## config.mk

```make
export PLATFORM = sky130hd
export DESIGN_NAME = gpio_in_debounce
export DESIGN_NICKNAME = d
export VERILOG_FILES = /design/src/rtl/gpio_in_debounce.sv
export SDC_FILE = /design/constraint.sdc
export NUM_CORES = 1
export LEC_CHECK = 0
export ABC_CLOCK_PERIOD_IN_PS = 2660
export CAP_MARGIN = 25
export CELL_PAD_IN_SITES_DETAIL_PLACEMENT = 1
export CELL_PAD_IN_SITES_GLOBAL_PLACEMENT = 2
export CORE_MARGIN = 10
export CORE_UTILIZATION = 30
export DETAILED_ROUTE_END_ITERATION = 8
export PLACE_DENSITY_LB_ADDON = 0.1
export SYNTH_ARGS = -nofsm -noshare
export SYNTH_HDL_FRONTEND = slang
export SYNTH_SLANG_ARGS = --single-unit
```

## constraint.sdc

```tcl
create_clock -name clk -period 2.66 [get_ports clk]
set_input_delay 0.665 -clock clk [delete_from_list [all_inputs] [get_ports clk]]
set_output_delay 0.665 -clock clk [all_outputs]
set_load 0.01 [all_outputs]
```

## src/rtl/gpio_in_debounce.sv

```systemverilog
// ---------------------------------------------------------------------------
// gpio_in_debounce
//
// Purpose:
//   Conditions raw button/pad levels for the SoC GPIO input register.
//   - Each channel first passes through a two-flop synchronizer.
//   - A small per-channel FSM then accepts a new level only after it has been
//     stable for DEBOUNCE_CYCLES consecutive cycles.
//   - Optional one-cycle rise/fall pulses are produced on accepted changes.
//
// Parameters:
//   WIDTH           - number of independent input channels
//   DEBOUNCE_CYCLES - stable cycles needed to accept a new level (1..65535)
//
// Ports:
//   clk     - single clock; all state updates on its rising edge
//   rst_n   - synchronous active-low reset
//   din     - raw asynchronous pad levels
//   filt_en - 1 = debounce active, 0 = bypass (dout follows synced input)
//   dout    - debounced levels toward the SoC gpio_din
//   rise    - one-cycle pulse per channel on an accepted 0->1 change
//   fall    - one-cycle pulse per channel on an accepted 1->0 change
//
// Build option:
//   GPIO_DEBOUNCE_EDGE_EN - when defined, rise/fall are generated from edge
//                           registers; when undefined, both ports are tied
//                           to 0 and no edge registers exist. dout behaves
//                           identically in both builds.
// ---------------------------------------------------------------------------
module gpio_in_debounce #(
  parameter int WIDTH           = 4,
  parameter int DEBOUNCE_CYCLES = 50000
) (
  input  logic             clk,
  input  logic             rst_n,
  input  logic [WIDTH-1:0] din,
  input  logic             filt_en,
  output logic [WIDTH-1:0] dout,
  output logic [WIDTH-1:0] rise,
  output logic [WIDTH-1:0] fall
);

  // Counter just wide enough to hold DEBOUNCE_CYCLES; it never goes past
  // DEBOUNCE_CYCLES-1 because the level is accepted at that value.
  localparam int              CNT_W    = $clog2(DEBOUNCE_CYCLES + 1);
  localparam logic [CNT_W-1:0] CNT_LAST = CNT_W'(DEBOUNCE_CYCLES - 1);
  localparam logic [CNT_W-1:0] CNT_ONE  = CNT_W'(1);
  localparam logic [CNT_W-1:0] CNT_ZERO = '0;

  // Channel FSM encoding
  localparam logic [0:0] ST_STABLE  = 1'b0;
  localparam logic [0:0] ST_PENDING = 1'b1;

  // Reject illegal debounce lengths at elaboration time.
  generate
    if (DEBOUNCE_CYCLES < 1 || DEBOUNCE_CYCLES > 65535) begin : g_bad_cfg
      $error("gpio_in_debounce: DEBOUNCE_CYCLES must be in 1..65535");
    end
  endgenerate

  logic [WIDTH-1:0] r_s1;
  logic [WIDTH-1:0] r_s2;
  logic [WIDTH-1:0] r_dout;
  logic [0:0]       r_state [WIDTH];
  logic [CNT_W-1:0] r_cnt   [WIDTH];

  logic [WIDTH-1:0] w_dout_nxt;
  logic [0:0]       w_state_nxt [WIDTH];
  logic [CNT_W-1:0] w_cnt_nxt   [WIDTH];

  // Two-flop synchronizer: r_s2 is the only version of din used downstream.
  always_ff @(posedge clk) begin
    if (!rst_n) begin
      r_s1 <= '0;
      r_s2 <= '0;
    end else begin
      r_s1 <= din;
      r_s2 <= r_s1;
    end
  end

  // Next-state logic for every channel. Bypass mode forces each channel to
  // STABLE with a zero count, so re-enabling the filter always starts a fresh
  // debounce from whatever dout currently holds. With DEBOUNCE_CYCLES==1 a
  // mismatch seen in STABLE is accepted straight away, which keeps the
  // overall latency at DEBOUNCE_CYCLES+2 edges for every legal length.
  always_comb begin
    w_dout_nxt = r_dout;
    for (int i = 0; i < WIDTH; i++) begin
      w_state_nxt[i] = r_state[i];
      w_cnt_nxt[i]   = r_cnt[i];
    end

    for (int i = 0; i < WIDTH; i++) begin
      if (!filt_en) begin
        w_state_nxt[i] = ST_STABLE;
        w_cnt_nxt[i]   = CNT_ZERO;
        w_dout_nxt[i]  = r_s2[i];
      end else begin
        case (r_state[i])
          ST_STABLE: begin
            if (r_s2[i] != r_dout[i]) begin
              if (DEBOUNCE_CYCLES == 1) begin
                w_dout_nxt[i] = r_s2[i];
              end else begin
                w_state_nxt[i] = ST_PENDING;
                w_cnt_nxt[i]   = CNT_ONE;
              end
            end
          end
          ST_PENDING: begin
            if (r_s2[i] == r_dout[i]) begin
              // Glitch: input fell back before the window completed.
              w_state_nxt[i] = ST_STABLE;
              w_cnt_nxt[i]   = CNT_ZERO;
            end else if (r_cnt[i] == CNT_LAST) begin
              w_dout_nxt[i]  = r_s2[i];
              w_state_nxt[i] = ST_STABLE;
              w_cnt_nxt[i]   = CNT_ZERO;
            end else begin
              w_cnt_nxt[i]   = r_cnt[i] + CNT_ONE;
            end
          end
          default: begin
            w_state_nxt[i] = ST_STABLE;
            w_cnt_nxt[i]   = CNT_ZERO;
          end
        endcase
      end
    end
  end

  // Channel state, counters and debounced outputs.
  always_ff @(posedge clk) begin
    if (!rst_n) begin
      r_dout <= '0;
      for (int i = 0; i < WIDTH; i++) begin
        r_state[i] <= ST_STABLE;
        r_cnt[i]   <= CNT_ZERO;
      end
    end else begin
      r_dout <= w_dout_nxt;
      for (int i = 0; i < WIDTH; i++) begin
        r_state[i] <= w_state_nxt[i];
        r_cnt[i]   <= w_cnt_nxt[i];
      end
    end
  end

  assign dout = r_dout;

`ifdef GPIO_DEBOUNCE_EDGE_EN
  logic [WIDTH-1:0] r_rise;
  logic [WIDTH-1:0] r_fall;

  // Edge pulses are registered on the same edge that updates dout, so each
  // pulse is high for exactly the cycle following the accepted change.
  // Because dout is 0 out of reset and cannot move on the first edge after
  // release, no spurious pulse appears right after reset.
  always_ff @(posedge clk) begin
    if (!rst_n) begin
      r_rise <= '0;
      r_fall <= '0;
    end else begin
      r_rise <= w_dout_nxt & ~r_dout;
      r_fall <= ~w_dout_nxt & r_dout;
    end
  end

  assign rise = r_rise;
  assign fall = r_fall;
`else
  assign rise = '0;
  assign fall = '0;
`endif

endmodule
```

## Word-level counts from Yosys, hierarchy flattened

Memories as Yosys holds them, arrays and structs flattened.
Cells that the tools add are included.

| storage, ports and cells | value |
|---|---|
| output and inout port bits | 12 |
| logic and storage cells | 118 |
| memories kept | 2 |
| flip-flop bits (word level) | 12 |
| memory bits (writable) | 68 |
| input bits | 7 |

| cells by class | value |
|---|---|
| add/subtract/negate cells | 4 |
| mux-type cells | 66 |
| bitwise gates (word level) | 12 |
| eq/ne operators | 24 |
| reductions and logical operators | 4 |

Memory list:

| memory | depth | bits a word | read ports | clocked after memory_dff | write ports | RTL line | text |
|---|---|---|---|---|---|---|---|
| r_cnt | 4 | 16 | 4 | 0 | 4 | 65 | `logic [CNT_W-1:0] r_cnt [WIDTH];` |
| r_state | 4 | 1 | 4 | 0 | 4 | 64 | `logic [0:0] r_state [WIDTH];` |

Operators with widths:

| operator | number |
|---|---|
| $mux 16 | 20 |
| $pmux 16 s2 | 4 |
| $add 16x1->16 const B | 4 |
| $eq 16x16->1 const B | 4 |
| $mux 1 | 38 |
| $ne 2x1->1 const B | 8 |
| $reduce_and 3->1 | 4 |
| $ne 2x2->1 const B | 4 |
| $or 1x1->1 | 8 |
| $pmux 1 s2 | 4 |
| $eq 1x1->1 | 4 |
| $ne 1x1->1 | 4 |
| $not 1->1 | 4 |

## Logic depth before layout (Yosys ltp)

Gate-level depths: netlist of run 1.
An unclocked memory read counts as a cell.

| depth | value |
|---|---|
| depth after elaboration | 7 |
| gate-level depth with buffers | 8 |
| gate-level depth less buffers | 6 |

## Least setup slack after synthesis of run 1

Ideal clock, no wire load.

| timing path | value |
|---|---|
| path type | input to register |
| from | in rst_n |
| to | mem r_cnt[1][7] in the netlist's numbering |
| library setup time | 62 ps |
| stages on the path | 7 |
| path slack | 579 ps |
| arrival time | 2,019 ps |
| buffers on the path | 2 |
| required time | 2,598 ps |
| cells stage by stage | buf_2 > and2_1 > clkbuf_1 > nand3_1 > or2_2 > or3_1 > nand3_1 |

RTL lines:

| element | RTL line | text |
|---|---|---|
| start, declared | 35 | `input logic rst_n,` |
| end, declared | 65 |  |

==> results.md, run 1 <==
- Result of the run: finished, final reports clean
- Placeable core region: 0.01314 mm2
- Final core area utilization: 35.37%
- Post-synthesis instance total: 495
- Via count of the first global-routing pass: 3,631
- CTS tree: yes
- Half-perimeter wire length after detailed placement: 7615 um
- Worst setup slack before clock tree synthesis: 0.04590 ns
- Hold_sp: r_s1[1]
- Count of placed standard cells in the final layout, fillers left out: 699
- Post-synth EDFFs: 0
- Die width: 135.5 um
- Total gr overflow: 0
- Slowest cell on the critical path: sky130_fd_sc_hd__clkdlybuf4s50_1
- CP required: 2.93 ns
- Input/output buffers: 10
- Worst r2r src: r_cnt[3][10]
- Post-synthesis sequential element count: 80
- Setup_tns: 0 ns
- Die height: 135.5 um
- Leakage power of the design: 1.643 nW
- Number of clock sinks: 80
- Effective utilization at floorplan: 30.48%
- Number of DRC markers after the initial detailed-route iteration: 160
- Crit-path max FO: 11
- Pins Over Slew Limit: 0
- First-pass detailed-route iteration total: 4
- Chain of cells forming the critical path: clkdlybuf4s50_1 > and2_1 > nand3_1 > or2_1 > or3_1 > o21ai_0
- Maximum number of pins on one net before global-route repair: 16
- Sequential area share after synthesis: 40.00%
- Post-cts sizing count: 0
- Synthesized area per cell: 8.089 um2
- Boundary pin count: 19
- Setup fix buffers added after clock tree synthesis: 0
- Final critical delay including setup and external delays: 2.244 ns
- Critical path capture point type: flip-flop
- Fraction of the cycle the final worst path needs: 84.36%
- RSZ-0062 raised after global routing: no
- WL final: 10,540 um
- H-tree Lvls: 3
- Tightest slew margin relative to the limit: 56.35%
- Share of layout cells above drive strength 1: 9.560%
- Worst-Margin Slew: 0.6488 ns
- Max rail drop VDD: 0.0002705 V
- Worst setup path startpoint: rst_n
- Clock edge transition at the registers on the reported setup and hold paths: 0.06 ns
- DP Cell Count: 683
- Post-synthesis instance area: 0.004004 mm2
- Worst endpoint data arrival time: 2.51 ns
- Primary flip-flop cell chosen by synthesis mapping: sky130_fd_sc_hd__dfxtp_1
- Overall track demand over capacity in global routing: 12.08%
- N_diodes: 0
- Library cell used as clock root buffer: sky130_fd_sc_hd__clkbuf_16
- Number of nets in the final layout: 529
- CTS buffer count: 9
- Critical path class: primary input to flip-flop
- Via count: 3,646
- Post-detailed-route DRC marker count: 0
- Clk buf depth: 2
- Final-layout worst hold slack: 0.4329 ns
- Avg Vias per Cell: 5.216
- Path category of the worst min-delay check: flip-flop to flip-flop
- Share of synthesized flip-flops with an asynchronous set or reset: 0%
- Number of rows in the core area: 42
- Post-detailed-route count of antenna-violating nets: 0
- Stage delay of the slowest cell on the critical path: 0.49 ns
- Initial antenna violation count: 0
- Highest clock rate: 0.4456 GHz
- Clock insertion delay at the later pin of the skew report: 0.35 ns
- Clock skew: 0.004731 ns
- Number of setup violations in the final report: 0
- Library cells used by synthesis: 56
- Number of warnings printed during yosys synthesis: 0
- Worst-case setup margin in the final layout: 0.4160 ns
- Startpoint class of the critical path: primary input
- Area growth from synthesis to layout: 16.06%
- Die Area: 0.01837 mm2
- Hold Vio Cnt, Final: 0
- Wire length of the first global-routing pass: 18,090 um
- Number of maximum-capacitance constraint violations: 0
- RD Place Congestion: 0.7721
- Power density over the cells: 544.1 mW/mm2
- Average routed wire per standard cell: 15.07 um
- Number of hold buffers added after CTS: 0
==> power breakdown <==
| group | leakage (nW) | switching, W | internal, W |
|---|---|---|---|
| Combinational | 0.851 | 0.0000625 | 0.0000411 |
| Sequential | 0.646 | 0.00000896 | 0.00121 |
| Clock | 0.145 | 0.000503 | 0.000705 |
==> metrics by stage <==
step / instance area [um2] / power, W
after floorplan: 4030 / 0.001308
after global placement: 4362 / 0.001347
after detailed placement: 4362 / 0.001349
after CTS: 4647 / 0.002577
after global routing: 4647 / 0.002641
final: 4647 / 0.002529
==> flip-flops by register name, summed over array words and instances (netlist names) <==
register / flops
dout: 4
r_s1: 4
r_cnt: 64
r_state: 4
r_s2: 4
==> final timing paths <==
path | end | slack (ns) | cells after the start
worst max-delay path | r_cnt[0][5] | 0.42 | 6
worst min-delay path | r_s2[1] | 0.43 | 1
worst max register to register | r_cnt[3][6] | 0.46 | 6
worst min register to register | r_s2[1] | 0.43 | 1
==> synth_stat cells (6+ instances only) <==
master,count,area (um2)
sky130_fd_sc_hd__xor2_1,14,122.6
sky130_fd_sc_hd__dfxtp_1,80,1602
sky130_fd_sc_hd__nand3_1,43,215.2
sky130_fd_sc_hd__a31oi_1,17,106.4
sky130_fd_sc_hd__a21oi_1,34,170.2
sky130_fd_sc_hd__nand4_1,10,62.56
sky130_fd_sc_hd__nor2_1,31,116.4
sky130_fd_sc_hd__o21ai_0,41,205.2
sky130_fd_sc_hd__or3_1,13,81.33
sky130_fd_sc_hd__clkbuf_1,10,37.54
sky130_fd_sc_hd__buf_4,8,60.06
sky130_fd_sc_hd__and2_1,10,62.56
sky130_fd_sc_hd__buf_2,6,30.03
sky130_fd_sc_hd__inv_1,11,41.29
sky130_fd_sc_hd__and3_1,8,50.05
sky130_fd_sc_hd__nand2_1,64,240.2
sky130_fd_sc_hd__nor3_1,13,65.06
==> cell usage in the layout, fill, tap and decap left out, drive strengths merged, types with 3 or more instances in the layout <==
cell type      netlist  layout
xor2                14      14
nand2               64      64
ha                   4       4
nand4b               4       4
and2                10      10
or4b                 4       4
a31oi               17      17
a21oi               34      34
o211a                5       5
inv                 11      11
nand3b               3       3
nor2                33      33
nor4                 8       8
nand3               43      43
clkdlybuf4s50        0      10
or3                 13      13
o21ai               44      44
clkinv               0       3
xnor2                5       5
dfxtp               80      80
clkbuf              10      13
conb                 1       8
and3                 8       8
or2                  4       4
or4                  3       3
nand4               10      10
nor3                14      14
buf                 15      20
and4                 4       4
a21o                 4       4
==> layout make-up <==
type | instances | area (um2)
fill | 1602 | 8491
multi-input combinational | 386 | 2248
sequential | 80 | 1602
clock buffer | 13 | 270.3
timing repair buffer | 30 | 250.2
tap | 176 | 220.2
inverter | 11 | 41.29
clock inverter | 3 | 15.01
==> metal layers <==
layer	vias up	global-route usage [%]	share of wire [%]
li1	1839	-	-
met1	1765	16.36	52
met2	27	18.01	43
met3	15	2.226	2.2
met4	0	5.921	2.0
met5	-	0	0
==> cell families (layout without fill, tap and decap cells) <==
| group | Yosys count | in the layout | synth area share, % |
|---|---|---|---|
| buf+inv | 36 | 57 | 4.500 |
| fa+ha+maj | 4 | 4 | 1.250 |
| other cells | 1 | 8 | 0.09366 |
| simple gates | 231 | 231 | 31.28 |
| mux | 2 | 2 | 0.5000 |
| xor+xnor | 19 | 19 | 4.156 |
| compound gates | 122 | 122 | 18.22 |
| flops | 80 | 80 | 40.00 |
==> critical path, delay by kind of cell <==
kind | cells | cell delay, ns
simple gates | 4 | 1.26
compound gates | 1 | 0.08
buf+inv | 1 | 0.49
Note: power is estimated with default switching activity, not from simulation.
==> inputs of run 2 (changes only) <==
--- a/config.mk
+++ b/config.mk
@@ -5,7 +5,7 @@
 export SDC_FILE = /design/constraint.sdc
 export NUM_CORES = 1
 export LEC_CHECK = 0
-export ABC_CLOCK_PERIOD_IN_PS = 2660
+export ABC_CLOCK_PERIOD_IN_PS = 2300
 export CAP_MARGIN = 25
 export CELL_PAD_IN_SITES_DETAIL_PLACEMENT = 1
 export CELL_PAD_IN_SITES_GLOBAL_PLACEMENT = 2
==> constraint.sdc (replaced) <==
create_clock -name clk -period 2.3 [get_ports clk]
set_input_delay 0.575 -clock clk [delete_from_list [all_inputs] [get_ports clk]]
set_output_delay 0.575 -clock clk [all_outputs]
set_load 0.01 [all_outputs]
==> run 2 against run 1 <==
  * Wire length is 0.78% higher
  * First-iteration DRC count up 16%
  * Clock-buffer cell count stayed put
  * Total power up 19%
  * Worst setup slack lost 0.25 ns
  * Largest cell class unchanged
  * Clock power is 22% higher
  * Critical path depth unchanged
  * Non-clock buffer count grew 17
  * Critical endpoint is now r_cnt[3][6]
  * Final cell count is 2.4% higher
  * Sequential power increased by 16%
  * Final area rose by 3.3%
==> results.md, run 2 (synthesized netlist as in run 1, its figures left out) <==
- Post-cts sizing count: 0 (unchanged)
- Number of maximum-capacitance constraint violations: 0 (unchanged)
- Stage delay of the slowest cell on the critical path: 0.63 ns (+0.14 ns)
- Worst setup path endpoint: r_cnt[3][6]
- Worst r2r dst: r_cnt[3][6]
- Critical path class: flip-flop to flip-flop
- Area growth from synthesis to layout: 19.94%
- RD Place Congestion: 0.7729 (+0.10%)
- Setup fix buffers added after clock tree synthesis: 0 (unchanged)
- Worst-Margin Slew: 0.5856 ns (-0.06316 ns)
- Worst setup path startpoint: r_cnt[3][10]
- Area taken by multi-input logic gates: 0.002248 mm2 (unchanged)
- Slowest cell on the critical path: sky130_fd_sc_hd__or4_1
- Post-detailed-route count of antenna-violating nets: 0 (unchanged)
- CTS buffer count: 9 (unchanged)
- Pins Over Slew Limit: 0 (unchanged)
- Die Area: 0.01837 mm2 (unchanged)
- Via count of the first global-routing pass: 3,633 (+0.055%)
- RSZ-0062 raised after global routing: no
- H-tree Lvls: 3 (unchanged)
- Critical path capture point type: flip-flop
- Sequential Area: 0.001602 mm2 (unchanged)
- Placeable core region: 0.01314 mm2 (unchanged)
- WL final: 10,620 um (+0.78%)
- Clock insertion delay at the later pin of the skew report: 0.34 ns (about the same)
- Reg2Reg Setup Slack: 0.16 ns (-0.30 ns)
- Clock edge transition at the registers on the reported setup and hold paths: 0.06 ns (about the same)
- CP required: 2.53 ns (-0.40 ns)
- N_diodes: 0 (unchanged)
- Power density over the cells: 626.5 mW/mm2 (+15%)
- Initial antenna violation count: 0 (unchanged)
- Clk buf depth: 2 (unchanged)
- Fillers: 1,612 (+0.62%)
- CTS tree: yes
- Final critical delay including setup and external delays: 2.139 ns
- Count of placed standard cells in the final layout, fillers left out: 716 (+2.4%)
- Path category of the worst min-delay check: flip-flop to flip-flop
- Total gr overflow: 0 (unchanged)
- Startpoint class of the critical path: flip-flop
- Hold Vio Cnt, Final: 0 (unchanged)
- Gate family responsible for the most delay along the worst path: simple AND/OR/NAND/NOR gates
- Worst Reg2Reg Path Length in Cells: 6 (unchanged)
- Worst endpoint data arrival time: 2.37 ns (-0.14 ns)
- Depth of the critical timing path with buffers and inverters included: 6 (unchanged)
- Number of rows in the core area: 42 (unchanged)
- Number of buffer and inverter stages on the critical path: 1 (unchanged)
- Wire length of the first global-routing pass: 18,070 um (-0.11%)
- Chain of cells forming the critical path: or4_1 > nor4_4 > nor3_2 > buf_4 > and3_1 > a221o_1
- Clock skew: 0.007177 ns (+0.002446 ns)
- Die width: 135.5 um (unchanged)
- Number of hold buffers added after CTS: 0 (unchanged)
- Via count: 3,643 (-0.082%)
- Share of layout cells above drive strength 1: 12.22% (+2.7 points)
- Die height: 135.5 um (unchanged)
- Average routed wire per standard cell: 14.83 um (-1.6%)
- Fraction of the cycle the final worst path needs: 93.00%
- DP Cell Count: 700 (+2.5%)
- Final-layout worst hold slack: 0.4342 ns (+0.001327 ns)
- Library cell used as clock root buffer: sky130_fd_sc_hd__clkbuf_16
- Number of DRC markers after the initial detailed-route iteration: 186 (+16%)
- Max FFs per register: 64 (unchanged)
- First-pass detailed-route iteration total: 4 (unchanged)
- Boundary pin count: 19 (unchanged)
- Number of setup violations in the final report: 0 (unchanged)
- Result of the run: finished, final reports clean
- Number of nets in the final layout: 546 (+3.2%)
- Commonest non-fill, non-tap cell in the layout: sky130_fd_sc_hd__dfxtp_1
- Effective utilization at floorplan: 30.48% (unchanged)
- Overall track demand over capacity in global routing: 12.08% (about the same)
- Worst r2r src: r_cnt[3][10]
- Number of clock sinks: 80 (unchanged)
- Half-perimeter wire length after detailed placement: 7796 um (+2.4%)
- Max rail drop VDD: 0.0003145 V (+16%)
- Input/output buffers: 10 (unchanged)
- Post-detailed-route DRC marker count: 0 (unchanged)
- Tightest slew margin relative to the limit: 60.60% (+4.2 points)
- Leakage power of the design: 1.733 nW (+5.5%)
- Maximum number of pins on one net before global-route repair: 16 (unchanged)
- Most flops, register: r_cnt
- Avg Vias per Cell: 5.088 (-2.5%)
- Crit-path max FO: 13 (+2)
- Commonest cells after routing, fill and taps aside: 80 x sky130_fd_sc_hd__dfxtp_1, 64 x sky130_fd_sc_hd__nand2_1, 43 x sky130_fd_sc_hd__nand3_1
- Highest clock rate: 0.4675 GHz
[run 2: per-layer routing]
metal / global-route usage [%] / routed length [um]
met1: 15.75 / 5356
met2: 18.72 / 4806
met3: 2.596 / 271
met4: 5.383 / 184
met5: 0 / 0
[run 2: worst reg2reg max path, delay by kind of cell, from the launching register on]
| family | cells | cell delay [ns] |
|---|---|---|
| DFF | 1 | 0.34 |
| and+or+nand+nor | 4 | 1.26 |
| buffers and inverters | 1 | 0.19 |
| AOI/OAI and AO/OA | 1 | 0.25 |
[run 2: cell type report]
class	count	area share, %
inverter	11	0.8598
timing repair buffer	47	8.129
clock inverter	3	0.8338
tap	176	4.586
multi-input combinational	386	46.82
sequential	80	33.35
clock buffer	13	5.419
[run 2: how the worst min path moves through the flow]
| stage | start | end | slack, ns | depth (start not counted) |
|---|---|---|---|---|
| global route | r_s1[0] | r_s2[0] | 0.46 | 1 |
| detailed placement | r_s1[2] | r_s2[2] | 0.42 | 1 |
| global placement | r_s1[1] | r_s2[1] | 0.42 | 1 |
| floorplan | r_s1[0] | r_s2[0] | 0.41 | 1 |
| CTS | r_s1[2] | r_s2[2] | 0.44 | 1 |
| finish | r_s1[2] | r_s2[2] | 0.43 | 1 |
[run 2: metrics by stage]
stage          total power, W  setup WS (ns)  setup TNS (ns)  cell area (um2)  utilization [%]
4_1_cts              0.003058         0.1351               0             4802            36.55
6_report             0.003009         0.1610               0             4802            36.55
5_1_grt              0.003138        0.04976               0             4802            36.55
2_1_floorplan        0.001513         0.3086               0             4030                -
3_3_place_gp         0.001561       -0.08443         -0.3690             4502            34.27
3_5_place_dp         0.001562        -0.1268         -0.7394             4502            34.27
[run 2: report_power, final]
part	internal, W	switching (W)
Combinational	0.0000495	0.0000725
Sequential	0.00140	0.0000104
Clock	0.000898	0.000581
